File: config.mk
export PLATFORM = sky130hd
export DESIGN_NAME = logicunit_pipe
export DESIGN_NICKNAME = d
export VERILOG_FILES = /design/src/rtl/logicunit_pkg.sv /design/src/rtl/logicunit_core.sv /design/src/rtl/logicunit_pipe.sv
export SDC_FILE = /design/constraint.sdc
export NUM_CORES = 1
export LEC_CHECK = 0
export BUFFER_PORTS_ARGS = -buffer_cell sky130_fd_sc_hd__buf_4
export CORE_ASPECT_RATIO = 0.5
export CORE_MARGIN = 4
export CORE_UTILIZATION = 45
export CTS_CLUSTER_SIZE = 10
export DETAILED_ROUTE_END_ITERATION = 12
export GPL_ROUTABILITY_DRIVEN = 0
export PLACE_DENSITY = 0.67
export SLEW_MARGIN = 0
export SYNTH_ARGS = -nofsm -noshare
export SYNTH_HDL_FRONTEND = slang
export SYNTH_HIERARCHICAL = 1
export SYNTH_SLANG_ARGS = --single-unit
File: constraint.sdc
create_clock -name clk -period 3.6 [get_ports clk]
set_input_delay 0.36 -clock clk [delete_from_list [all_inputs] [get_ports clk]]
set_output_delay 0.36 -clock clk [all_outputs]
set_load 0.01 [all_outputs]
File: src/rtl/logicunit_pkg.sv
// logicunit_pkg: shared definitions for the pipelined logic unit.
// Defines the 3-bit operation type and the operation code constants
// used by logicunit_core and logicunit_pipe.
package logicunit_pkg;

  typedef logic [2:0] op_t;

  localparam op_t OP_AND   = 3'd0;  // a & b
  localparam op_t OP_OR    = 3'd1;  // a | b
  localparam op_t OP_XOR   = 3'd2;  // a ^ b
  localparam op_t OP_NOR   = 3'd3;  // ~(a | b)
  localparam op_t OP_ANDN  = 3'd4;  // a & ~b
  localparam op_t OP_ORN   = 3'd5;  // a | ~b
  localparam op_t OP_PASSA = 3'd6;  // a
  localparam op_t OP_NOTA  = 3'd7;  // ~a

endpackage

File: src/rtl/logicunit_core.sv
// logicunit_core: combinational WIDTH-bit bitwise logic function.
// Ports:
//   a, b   : operands (WIDTH bits)
//   op     : operation select (logicunit_pkg op codes)
//   result : bitwise result of op applied to a and b (WIDTH bits)
module logicunit_core
  import logicunit_pkg::*;
#(
  parameter int WIDTH = 32
) (
  input  logic [WIDTH-1:0] a,
  input  logic [WIDTH-1:0] b,
  input  op_t              op,
  output logic [WIDTH-1:0] result
);

  // Operation decode: select the bitwise function of a and b.
  always_comb begin
    result = {WIDTH{1'b0}};
    case (op)
      OP_AND:   result = a & b;
      OP_OR:    result = a | b;
      OP_XOR:   result = a ^ b;
      OP_NOR:   result = ~(a | b);
      OP_ANDN:  result = a & ~b;
      OP_ORN:   result = a | ~b;
      OP_PASSA: result = a;
      OP_NOTA:  result = ~a;
      default:  result = {WIDTH{1'b0}};
    endcase
  end

endmodule

File: src/rtl/logicunit_pipe.sv
// logicunit_pipe: two-stage pipelined WIDTH-bit logic unit with valid/ready
// handshakes. S1 registers the operands and op; S2 registers the result and
// its zero flag. Sustains one operation per cycle when out_ready is high.
// Ports:
//   clk, reset_n        : clock, asynchronous active-low reset
//   in_valid, in_ready  : input handshake (a, b, op transfer on valid && ready)
//   a, b, op            : operands and operation select
//   out_valid, out_ready: output handshake (out, zero transfer on valid && ready)
//   out, zero           : registered result and result == 0 flag
module logicunit_pipe
  import logicunit_pkg::*;
#(
  parameter int WIDTH = 32
) (
  input  logic             clk,
  input  logic             reset_n,
  input  logic             in_valid,
  output logic             in_ready,
  input  logic [WIDTH-1:0] a,
  input  logic [WIDTH-1:0] b,
  input  logic [2:0]       op,
  output logic             out_valid,
  input  logic             out_ready,
  output logic [WIDTH-1:0] out,
  output logic             zero
);

  logic [WIDTH-1:0] s1_a_r;
  logic [WIDTH-1:0] s1_b_r;
  op_t              s1_op_r;
  logic             s1_valid_r;
  logic [WIDTH-1:0] s2_out_r;
  logic             s2_zero_r;
  logic             s2_valid_r;
  logic [WIDTH-1:0] core_result_s;
  logic             s2_load_s;
  logic             in_fire_s;
  logic             out_fire_s;

  // S2 can take S1's content when it is empty or its result leaves this edge.
  assign s2_load_s  = s1_valid_r && (!s2_valid_r || out_ready);
  // S1 has room when empty, or when its content can move into S2 this edge.
  assign in_ready   = !s1_valid_r || !s2_valid_r || out_ready;
  assign in_fire_s  = in_valid && in_ready;
  assign out_fire_s = s2_valid_r && out_ready;

  logicunit_core #(
    .WIDTH (WIDTH)
  ) u_core (
    .a      (s1_a_r),
    .b      (s1_b_r),
    .op     (s1_op_r),
    .result (core_result_s)
  );

  // Stage 1 register: operands, op and occupancy.
  always_ff @(posedge clk or negedge reset_n) begin
    if (!reset_n) begin
      s1_a_r     <= {WIDTH{1'b0}};
      s1_b_r     <= {WIDTH{1'b0}};
      s1_op_r    <= OP_AND;
      s1_valid_r <= 1'b0;
    end else if (in_fire_s) begin
      s1_a_r     <= a;
      s1_b_r     <= b;
      s1_op_r    <= op_t'(op);
      s1_valid_r <= 1'b1;
    end else if (s2_load_s) begin
      s1_valid_r <= 1'b0;
    end
  end

  // Stage 2 register: result, zero flag and occupancy; holds while stalled.
  always_ff @(posedge clk or negedge reset_n) begin
    if (!reset_n) begin
      s2_out_r   <= {WIDTH{1'b0}};
      s2_zero_r  <= 1'b1;
      s2_valid_r <= 1'b0;
    end else if (s2_load_s) begin
      s2_out_r   <= core_result_s;
      s2_zero_r  <= ~|core_result_s;
      s2_valid_r <= 1'b1;
    end else if (out_fire_s) begin
      s2_valid_r <= 1'b0;
    end
  end

  assign out       = s2_out_r;
  assign zero      = s2_zero_r;
  assign out_valid = s2_valid_r;

endmodule

# [Yosys cells after proc, flatten, opt, wreduce, memory -nomap -nowiden]
# Index checks and enable logic that the tools add are counted.
[classes] eq_ne=7 n_mux=5 bitwise_logic=8 n_reduce_logical=13
[ops] operator="case mux 32 bit (8 select lines)" count=1
[ops] operator="inverter 32 bit" count=3
[ops] operator="AND 32 bit" count=2
[ops] operator="OR 32 bit" count=2
[ops] operator="OR reduction 32 bit" count=1
[ops] operator="XOR 32 bit" count=1
[ops] operator="equality test 3 bit, second input constant" count=4
[ops] operator="equality test 3 x 2 -> 1 bit, second input constant" count=2
[ops] operator="two-way mux 1 bit" count=4
[ops] operator="nonzero test 2 bit" count=2
[ops] operator="equality test 3 x 1 -> 1 bit, second input constant" count=1
[ops] operator="logical AND 1 bit" count=3
[ops] operator="zero test 1 bit" count=3
[ops] operator="zero test 3 bit" count=1
[ops] operator="logical OR 1 bit" count=3
[totals] register_bits=102 input_bits=71 out_inout_bits=35 wordCells=40

# [Longest topological paths before layout]
# Gate-level depths: netlist of the first run.
[depth] ltp_word=5 mapped_depth=10 ltp_nobuf=9

# [By module]
# The synthesis of the first run kept the hierarchy.
[by_module_without_submodules] mod="logicunit_pipe" n_inst=1 cells_per_inst=229 area_each_um2=4031.4 seq_area_each_um2=2553.7
[by_module_without_submodules] mod="logicunit_core" n_inst=1 cells_per_inst=415 area_each_um2=3119.2 seq_area_each_um2=0.0

# [Worst setup path after synthesis of the first run]
# No wires, ideal clock.
[synth_path] path_kind="reg-to-reg" from="reg s1_op_r[2]" to="reg s2_zero_r (netlist: zero)" setup_ns=0.091 arrival_ns=1.947 required_ns=3.509 slack_ns=1.562 stages_incl_launch_ff=9 path_buffers=2 period_less_slack_ns=2.038 cell_sequence="dfrtp_1 buf_6 buf_6 mux2_4 a22o_1 a221o_1 nor4_1 nand4_1 o31ai_1"
[synth_via] elab_chain_len=4 elab_cells_between_ends=11 classes_between="eq/ne: 7; mux: 1; reduce/logical: 3"
[synth_lines] element="start, declared" line_no="logicunit_pipe.sv:30" text="op_t s1_op_r;"
[synth_lines] element="start signal, assigned" line_no="logicunit_pipe.sv:66" text="s1_op_r <= op_t'(op);"
[synth_lines] element="equality test 3 bit (tied with other cells)" line_no="logicunit_core.sv:20" text="case (op)"
[synth_lines] element="case mux 32 bit (8 select lines) *" line_no="logicunit_core.sv:20"
[synth_lines] element="net core_result_s[27]" line_no="logicunit_pipe.sv:35" text="logic [WIDTH-1:0] core_result_s;"
[synth_lines] element="OR reduction 32 bit *" line_no="logicunit_pipe.sv:81" text="s2_zero_r <= ~|core_result_s;"
[synth_lines] element="zero test 1 bit *" line_no="logicunit_pipe.sv:81"
[synth_lines] element="end signal, assigned" line_no="logicunit_pipe.sv:81"
[synth_lines] element="end, declared" line_no="logicunit_pipe.sv:33" text="logic s2_zero_r;"
# Mark *: on every way through the listed nets, which the timed path passes. The rest lies on a longest branch.
# A chain may end at the register's enable or synchronous reset.

# [Final worst setup path of the first run]
# Ends and elaborated chain as after synthesis.

==> flow_summary_export.csv, run 1 <==
group,metric,value,unit
clock_network,clkSlewWorstSetupHoldPaths,0.07,ns
synth,yosys.area_share.adder,0.1120,
synth,synth_top_family_by_area,"multiplexers",
min_path,hold_path_class,"in2async",
placement,io_buffers,105,
pwr,seq_power_share,0.379,
timing,worst_hold_slack,0.1393,ns
synth,syn_area,7151,µm²
worst_setup_path,critPathMaxStageDelay,0.97,ns
timing,finalMaxSlewViolations,0,
drt,drt_pass1_iterations,5,
clock_network,cts-root-buf,"clkbuf_16",
placement,dpl.cell_count,917,
synth,synth-compound-area-share,0.1169,
pwr,p_sw,1.551,mW
synth,yosys.area_share.simple,0.06492,
timing,fin_crit_sh,0.7986,
die,fp.dieArea,18090,µm²
pwr,power_density,556.2,nW/µm²
drt,vias,5131,
final_layout,design_area,8297,µm²
clock_network,cts.htree.levels,3,
timing,fmax,347.8,MHz
synth,yosysSeqAreaShare,0.3571,
pwr,power_frac_comb,0.373,
global_route,grt_overflow,0,
pwr,irDropWorstVdd,0.2824,mV
timing,finClkSkew,0.01045,ns
die,start_util,0.4615,
synth,synth-xor-area-share,0.03307,
pwr,p_int,3.063,mW
placement,place_ws,0.7485,ns
worst_setup_path,cp_max_fo,72,
clock_network,clkSinkCount,102,
final_layout,instances_no_fill,933,
worst_setup_path,critPathKind,"reg2reg",
drt,wire_per_inst,17.18,µm
worst_setup_path,cp-start-kind,"flip-flop",
pwr,pwr-share-clk,0.247,
global_route,first_global_vias,5230,
die,rows,32,
worst_setup_path,critPathArrivalTime,3.14,ns
drt,drt.antenna.violating_nets,0,
worst_setup_path,critPathCaptureType,"flip-flop",
synth,synth.avg_cell_area,11.10,µm²
worst_setup_path,critical_path.top_delay_family,"flip-flops",
global_route,grt_pass1_wl,26460,µm
clock_network,clockBufferDepth,2,
worst_setup_path,crit_buf_inv,1,
timing,layout_setup_ws,0.7251,ns
clock_network,cts_buffers,9,
placement,dp_hpwl,11300,µm
synth,ys_warn_count,6,
timing,post-route-min-period,2.875,ns
synth,synthMuxAreaShare,0.2371,
global_route,antenna_found_initial,0,
final_layout,antenna_cells,0,
synth,synth_ff_type,"dfrtp_1",
final_layout,fillers,1360,
pwr,p_leak,3.959,nW
die,num_io_pins,106,
timing,setup_viol,0,
global_route,grt_max_degree,73,
clock_network,cts_hold_buf,0,
synth,syn_inst,644,
clock_network,cts_resized,0,
timing,setup-tns-final,0,ns
clock_network,postCtsSetupBuffers,0,
synth,yosysUniqueCellTypes,43,
drt,vias_per_cell,5.499,
drt,wirelength,16030,µm
worst_setup_path,cp_cell_sequence,"buf_4, mux2_2, a221oi_2, a21oi_1, nor4_1, nand4_1, o31ai_1",
placement,placed_cell_area,7948,µm²
final_layout,layout-drive-gt1-share,0.3498,
die,coreArea,15490,µm²
clock_network,insertion_delay,0.35,ns
die,die_h,97.14,µm
final_layout,area_growth,16.03,%
synth,syn_nets,779,
die,die_w,186.3,µm
final_layout,post-route-util,0.5354,
final_layout,fin_nets,859,
timing,worst-slew-pin-transition,1.082,ns
final_layout,ff_latch_area,2562,µm²
final_layout,multi_input_area,4033,µm²
run_status,outcome,"complete, no violations",
drt,drc,0,
run,drv_cap,0,
worst_setup_path,cp_slowest_cell,"dfrtp_4",
synth,ys_ff_latch,102,
synth,synth_edf_count,0,
worst_setup_path,r2r_slack,0.73,ns
timing,hold_violations,0,
pwr,p_sw_frac,0.3362,
timing,rsz0062_at_grt,"false",
clock_network,cts_tree,"yes",
global_route,grt_usage,0.1788,
timing,maxSlewHeadroom,0.2788,
worst_setup_path,crit_required,3.87,ns
synth,synthArstFlopShare,1.000,
drt,drt_iter0_drc,390,
pwr,design_power_total,4.614,mW
==> state kept, by name, indices dropped and copies added, names as in the netlist <==
register / cells
s1_valid_r: 1
out: 32
s1_op_r: 3
zero: 1
out_valid: 1
s1_a_r: 32
s1_b_r: 32
==> cells in the final DEF, fill, tap and decap left out, types with 4 or more instances in the layout <==
cell,synthesis,final
a21oi_1,23,23
nor3_1,7,7
nor4_1,8,8
mux2i_1,25,25
a221o_1,7,7
nor2_1,7,7
o221ai_1,14,14
xnor2_1,24,24
a211oi_1,5,5
buf_4,12,111
inv_1,64,64
mux2_2,85,85
dfrtp_1,101,98
nand2_1,39,39
ha_1,64,64
clkbuf_16,0,9
nand2b_1,9,9
a22o_1,7,7
o21ai_0,6,6
nor2b_1,13,13
a221oi_1,9,9
mux2_4,31,31
o31a_1,4,4
a32oi_1,24,24
==> power groups by stage <==
| stage | Combinational [mW] | Clock [mW] | Sequential, mW |
|---|---|---|---|
| floorplan | 1.18 | 0 | 1.69 |
| global placement | 1.67 | 0 | 1.77 |
| detailed placement | 1.73 | 0 | 1.78 |
| CTS | 1.74 | 1.17 | 1.75 |
| global route | 1.89 | 1.22 | 1.80 |
| finish | 1.72 | 1.14 | 1.75 |
==> layout make-up <==
type	count	area share
Inverter	65	0.02941
Tap cell	204	0.03076
Timing Repair Buffer	112	0.1029
Sequential cell	102	0.3089
Clock buffer	11	0.02926
Clock inverter	5	0.01282
Multi-Input combinational cell	434	0.4861
==> worst paths after layout <==
path	cells past startpoint	startpoint	end
setup / recovery	7	s1_op_r[2]	zero
hold / removal	1	reset_n	s1_a_r[14]
setup reg to reg	7	s1_op_r[2]	zero
hold reg to reg	1	s1_a_r[21]	s1_a_r[21]
max in group asynchronous	2	reset_n	out[20]
min in group clk	2	b[26]	s1_b_r[26]
==> cell usage after synthesis, types with 5 or more instances <==
| cell type | number | area (µm²) |
|---|---|---|
| mux2i_1 | 25 | 250.2 |
| a211oi_1 | 5 | 37.54 |
| nor2_1 | 7 | 26.28 |
| o221ai_1 | 14 | 122.6 |
| dfrtp_1 | 101 | 2527 |
| a221oi_1 | 9 | 78.83 |
| nor3_1 | 7 | 35.03 |
| buf_4 | 12 | 90.09 |
| inv_1 | 64 | 240.2 |
| nand2b_1 | 9 | 56.30 |
| o21ai_0 | 6 | 30.03 |
| clkbuf_1 | 7 | 26.28 |
| mux2_2 | 85 | 957.2 |
| a22o_1 | 7 | 61.31 |
| a32oi_1 | 24 | 210.2 |
| xnor2_1 | 24 | 210.2 |
| nand2_1 | 39 | 146.4 |
| nor4_1 | 8 | 50.05 |
| ha_1 | 64 | 800.8 |
| a21oi_1 | 23 | 115.1 |
| mux2_4 | 31 | 465.5 |
| a221o_1 | 7 | 70.07 |
| buf_2 | 15 | 75.07 |
| nor2b_1 | 13 | 81.33 |
==> kinds of logic (layout without fill, tap and decap cells) <==
group	after synthesis	after routing
adders and majority gates	64	64
DFF	102	102
xor gates and xnor gates	27	27
buffers and inverters	108	193
muxes	142	142
and+or+nand+nor	93	93
AOI/OAI and AO/OA	108	108
==> metal layers <==
layer / vias up / track usage / part of all wire
met5: - / 0 / 0
met4: 0 / 0.04141 / 0.013
met3: 18 / 0.03889 / 0.041
met2: 116 / 0.2874 / 0.48
met1: 2543 / 0.2474 / 0.46
li1: 2454 / - / -
No activity file was read; power rests on OpenSTA's default activity.
==> inputs of run 2 (changes only) <==
--- a/config.mk
+++ b/config.mk
@@ -5,6 +5,7 @@
 export SDC_FILE = /design/constraint.sdc
 export NUM_CORES = 1
 export LEC_CHECK = 0
+export ABC_AREA = 1
 export BUFFER_PORTS_ARGS = -buffer_cell sky130_fd_sc_hd__buf_4
 export CORE_ASPECT_RATIO = 0.5
 export CORE_MARGIN = 4
@@ -12,7 +13,7 @@
 export CTS_CLUSTER_SIZE = 10
 export DETAILED_ROUTE_END_ITERATION = 12
 export GPL_ROUTABILITY_DRIVEN = 0
-export PLACE_DENSITY = 0.67
+export PLACE_DENSITY = 0.7
 export SLEW_MARGIN = 0
 export SYNTH_ARGS = -nofsm -noshare
 export SYNTH_HDL_FRONTEND = slang
==> constraint.sdc (replaced) <==
create_clock -name clk -period 2.45 [get_ports clk]
set_input_delay 0.245 -clock clk [delete_from_list [all_inputs] [get_ports clk]]
set_output_delay 0.245 -clock clk [all_outputs]
set_load 0.01 [all_outputs]
==> run 2 against run 1 <==
Synthesized cell count grew 75%. Routed wire length grew 35%. Area after synthesis grew 4.0%. Design area grew 5.5%. Highest routed layer unchanged.
==> flow_summary_export.csv, run 2 <==
group,metric,value,unit
run_status,outcome,"complete, no violations",
clock_network,clockBufferDepth,2,
synth,syn_area,7438,µm²
clock_network,cts.htree.levels,3,
synth,syn_inst,1125,
placement,dp_hpwl,15570,µm
global_route,grt_usage,0.2316,
timing,setup-tns-final,0,ns
synth,synthDominantCellAreaShare,0.3398,
final_layout,layout_common_cells,"nand2_1, nand3_1, inv_1, buf_4, nor2_1",
synth,synth_common_cells,"nand2_1, nand3_1, inv_1",
drt,drt_pass1_iterations,5,
timing,maxSlewHeadroom,0.4492,
global_route,first_global_vias,7175,
worst_setup_path,critPathArrivalTime,2.43,ns
pwr,p_leak,5.041,nW
drt,wirelength,21560,µm
synth,yosysSeqAreaShare,0.3433,
pwr,power_density,764.5,nW/µm²
drt,drc,0,
placement,io_buffers,105,
timing,setup_viol,0,
worst_setup_path,cp_max_fo,11,
timing,hold_violations,0,
timing,fin_crit_sh,0.8800,
synth,syn_nets,1260,
timing,rsz0062_at_grt,"false",
final_layout,instances_no_fill,1434,
global_route,antenna_found_initial,0,
pwr,irDropWorstVdd,0.4069,mV
clock_network,cts_buffers,9,
synth,synth_most_common_cell,"nand2_1",
worst_setup_path,crit_required,2.73,ns
clock_network,postCtsSetupBuffers,0,
final_layout,layout-drive-gt1-share,0.1327,
die,coreArea,15780,µm²
synth,ys_warn_count,6,
die,fp.dieArea,18780,µm²
placement,dpl.cell_count,1417,
final_layout,area_growth,17.73,%
global_route,grt_pass1_wl,35820,µm
synth,yosysUniqueCellTypes,22,
drt,vias_per_cell,5.134,
synth,synthArstFlopShare,1.000,
synth,synth.avg_cell_area,6.612,µm²
clock_network,cts-root-buf,"clkbuf_16",
synth,synth_ff_type,"dfrtp_1",
final_layout,design_area,8757,µm²
global_route,grt_overflow,0,
timing,finalMaxSlewViolations,0,
drt,wire_per_inst,15.03,µm
clock_network,clkSinkCount,102,
pwr,design_power_total,6.695,mW
worst_setup_path,critPathKind,"reg2reg",
synth,netlist_top_cells_area,"dfrtp_1, nand2_1, ha_1",
drt,vias,7362,
min_path,hold_path_class,"in2reg",
clock_network,cts_tree,"yes",
synth,yosysTopAreaCell,"dfrtp_1",
drt,drt_iter0_drc,759,
worst_setup_path,critPathCaptureType,"flip-flop",
global_route,grt_max_degree,50,
clock_network,cts_resized,0,
die,num_io_pins,106,
worst_setup_path,r2r_slack,0.29,ns
final_layout,layout_commonest_cell,"nand2_1",
clock_network,cts_hold_buf,1,
clock_network,clkSlewWorstSetupHoldPaths,0.07,ns
synth,ys_ff_latch,102,
timing,worst-slew-pin-transition,0.8252,ns
final_layout,antenna_cells,0,
die,rows,32,
timing,post-route-min-period,2.156,ns
synth,synth_edf_count,0,
placement,placed_cell_area,8423,µm²
worst_setup_path,cp-start-kind,"flip-flop",
clock_network,insertion_delay,0.35,ns
drt,drt.antenna.violating_nets,0,
final_layout,post-route-util,0.5551,
final_layout,fin_nets,1343,
die,die_h,98.91,µm
die,start_util,0.4715,
timing,finClkSkew,0.006961,ns
timing,fmax,463.8,MHz
run,drv_cap,0,
die,die_w,189.8,µm
## run 2: metal layers
layer	GRT usage	share of wire
met3	0.03857	0.064
met2	0.3635	0.44
met1	0.3309	0.48
met5	0	0
met4	0.06722	0.019
## run 2: cell type report
type	count	area, µm²
Multi-Input combinational cell	808	3990
Clock inverter	5	81.33
Fill cell	1566	7018
Sequential cell	102	2555
Clock buffer	11	242.7
Timing Repair Buffer	135	1041
Inverter	152	570.5
Tap cell	221	276.5
## run 2: cells by family (layout without fill, tap and decap cells)
kind of cell | count (synthesis) | after routing | synth area share
xor gates and xnor gates | 6 | 6 | 0.007065
and+or+nand+nor | 678 | 678 | 0.3807
DFF | 102 | 102 | 0.3433
adders and majority gates | 64 | 64 | 0.1077
AOI/OAI and AO/OA | 60 | 60 | 0.04071
buffers and inverters | 215 | 303 | 0.1206
## run 2: metrics by stage
| step | hold WS, ns | setup slack [ns] |
|---|---|---|
| after floorplan | -0.05059 | 0.7779 |
| after global placement | 0.2216 | 0.3742 |
| after detailed placement | 0.2287 | 0.3588 |
| after CTS | 0.1142 | 0.3235 |
| after global routing | 0.1295 | 0.07008 |
| final | 0.1192 | 0.2941 |
## run 2: worst max-delay path, cell delays in order, from the launching register on
cell      delay [ns]
dfrtp_1         0.39
buf_4           0.19
nand3_2         0.25
buf_4           0.26
nor2_1          0.06
a21oi_1         0.22
nand3_1         0.19
nor2_1          0.12
nand2_1         0.08
nor2_1          0.10
nand3_1         0.09
o21bai_1        0.13
## run 2: final timing paths
check                            from    endpoint  depth (start not counted)
max                        s1_op_r[1]        zero                         11
min                             b[29]  s1_b_r[29]                          3
max reg2reg                s1_op_r[1]        zero                         11
min reg2reg                s1_a_r[18]  s1_a_r[18]                          2
max in group asynchronous     reset_n        zero                          3
min in group asynchronous     reset_n  s1_b_r[28]                          2
## run 2: power breakdown
| part | internal, mW | total, mW | switching, mW |
|---|---|---|---|
| registers | 2.08 | 2.41 | 0.336 |
| clock network | 0.927 | 1.59 | 0.658 |
| logic | 1.05 | 2.70 | 1.64 |
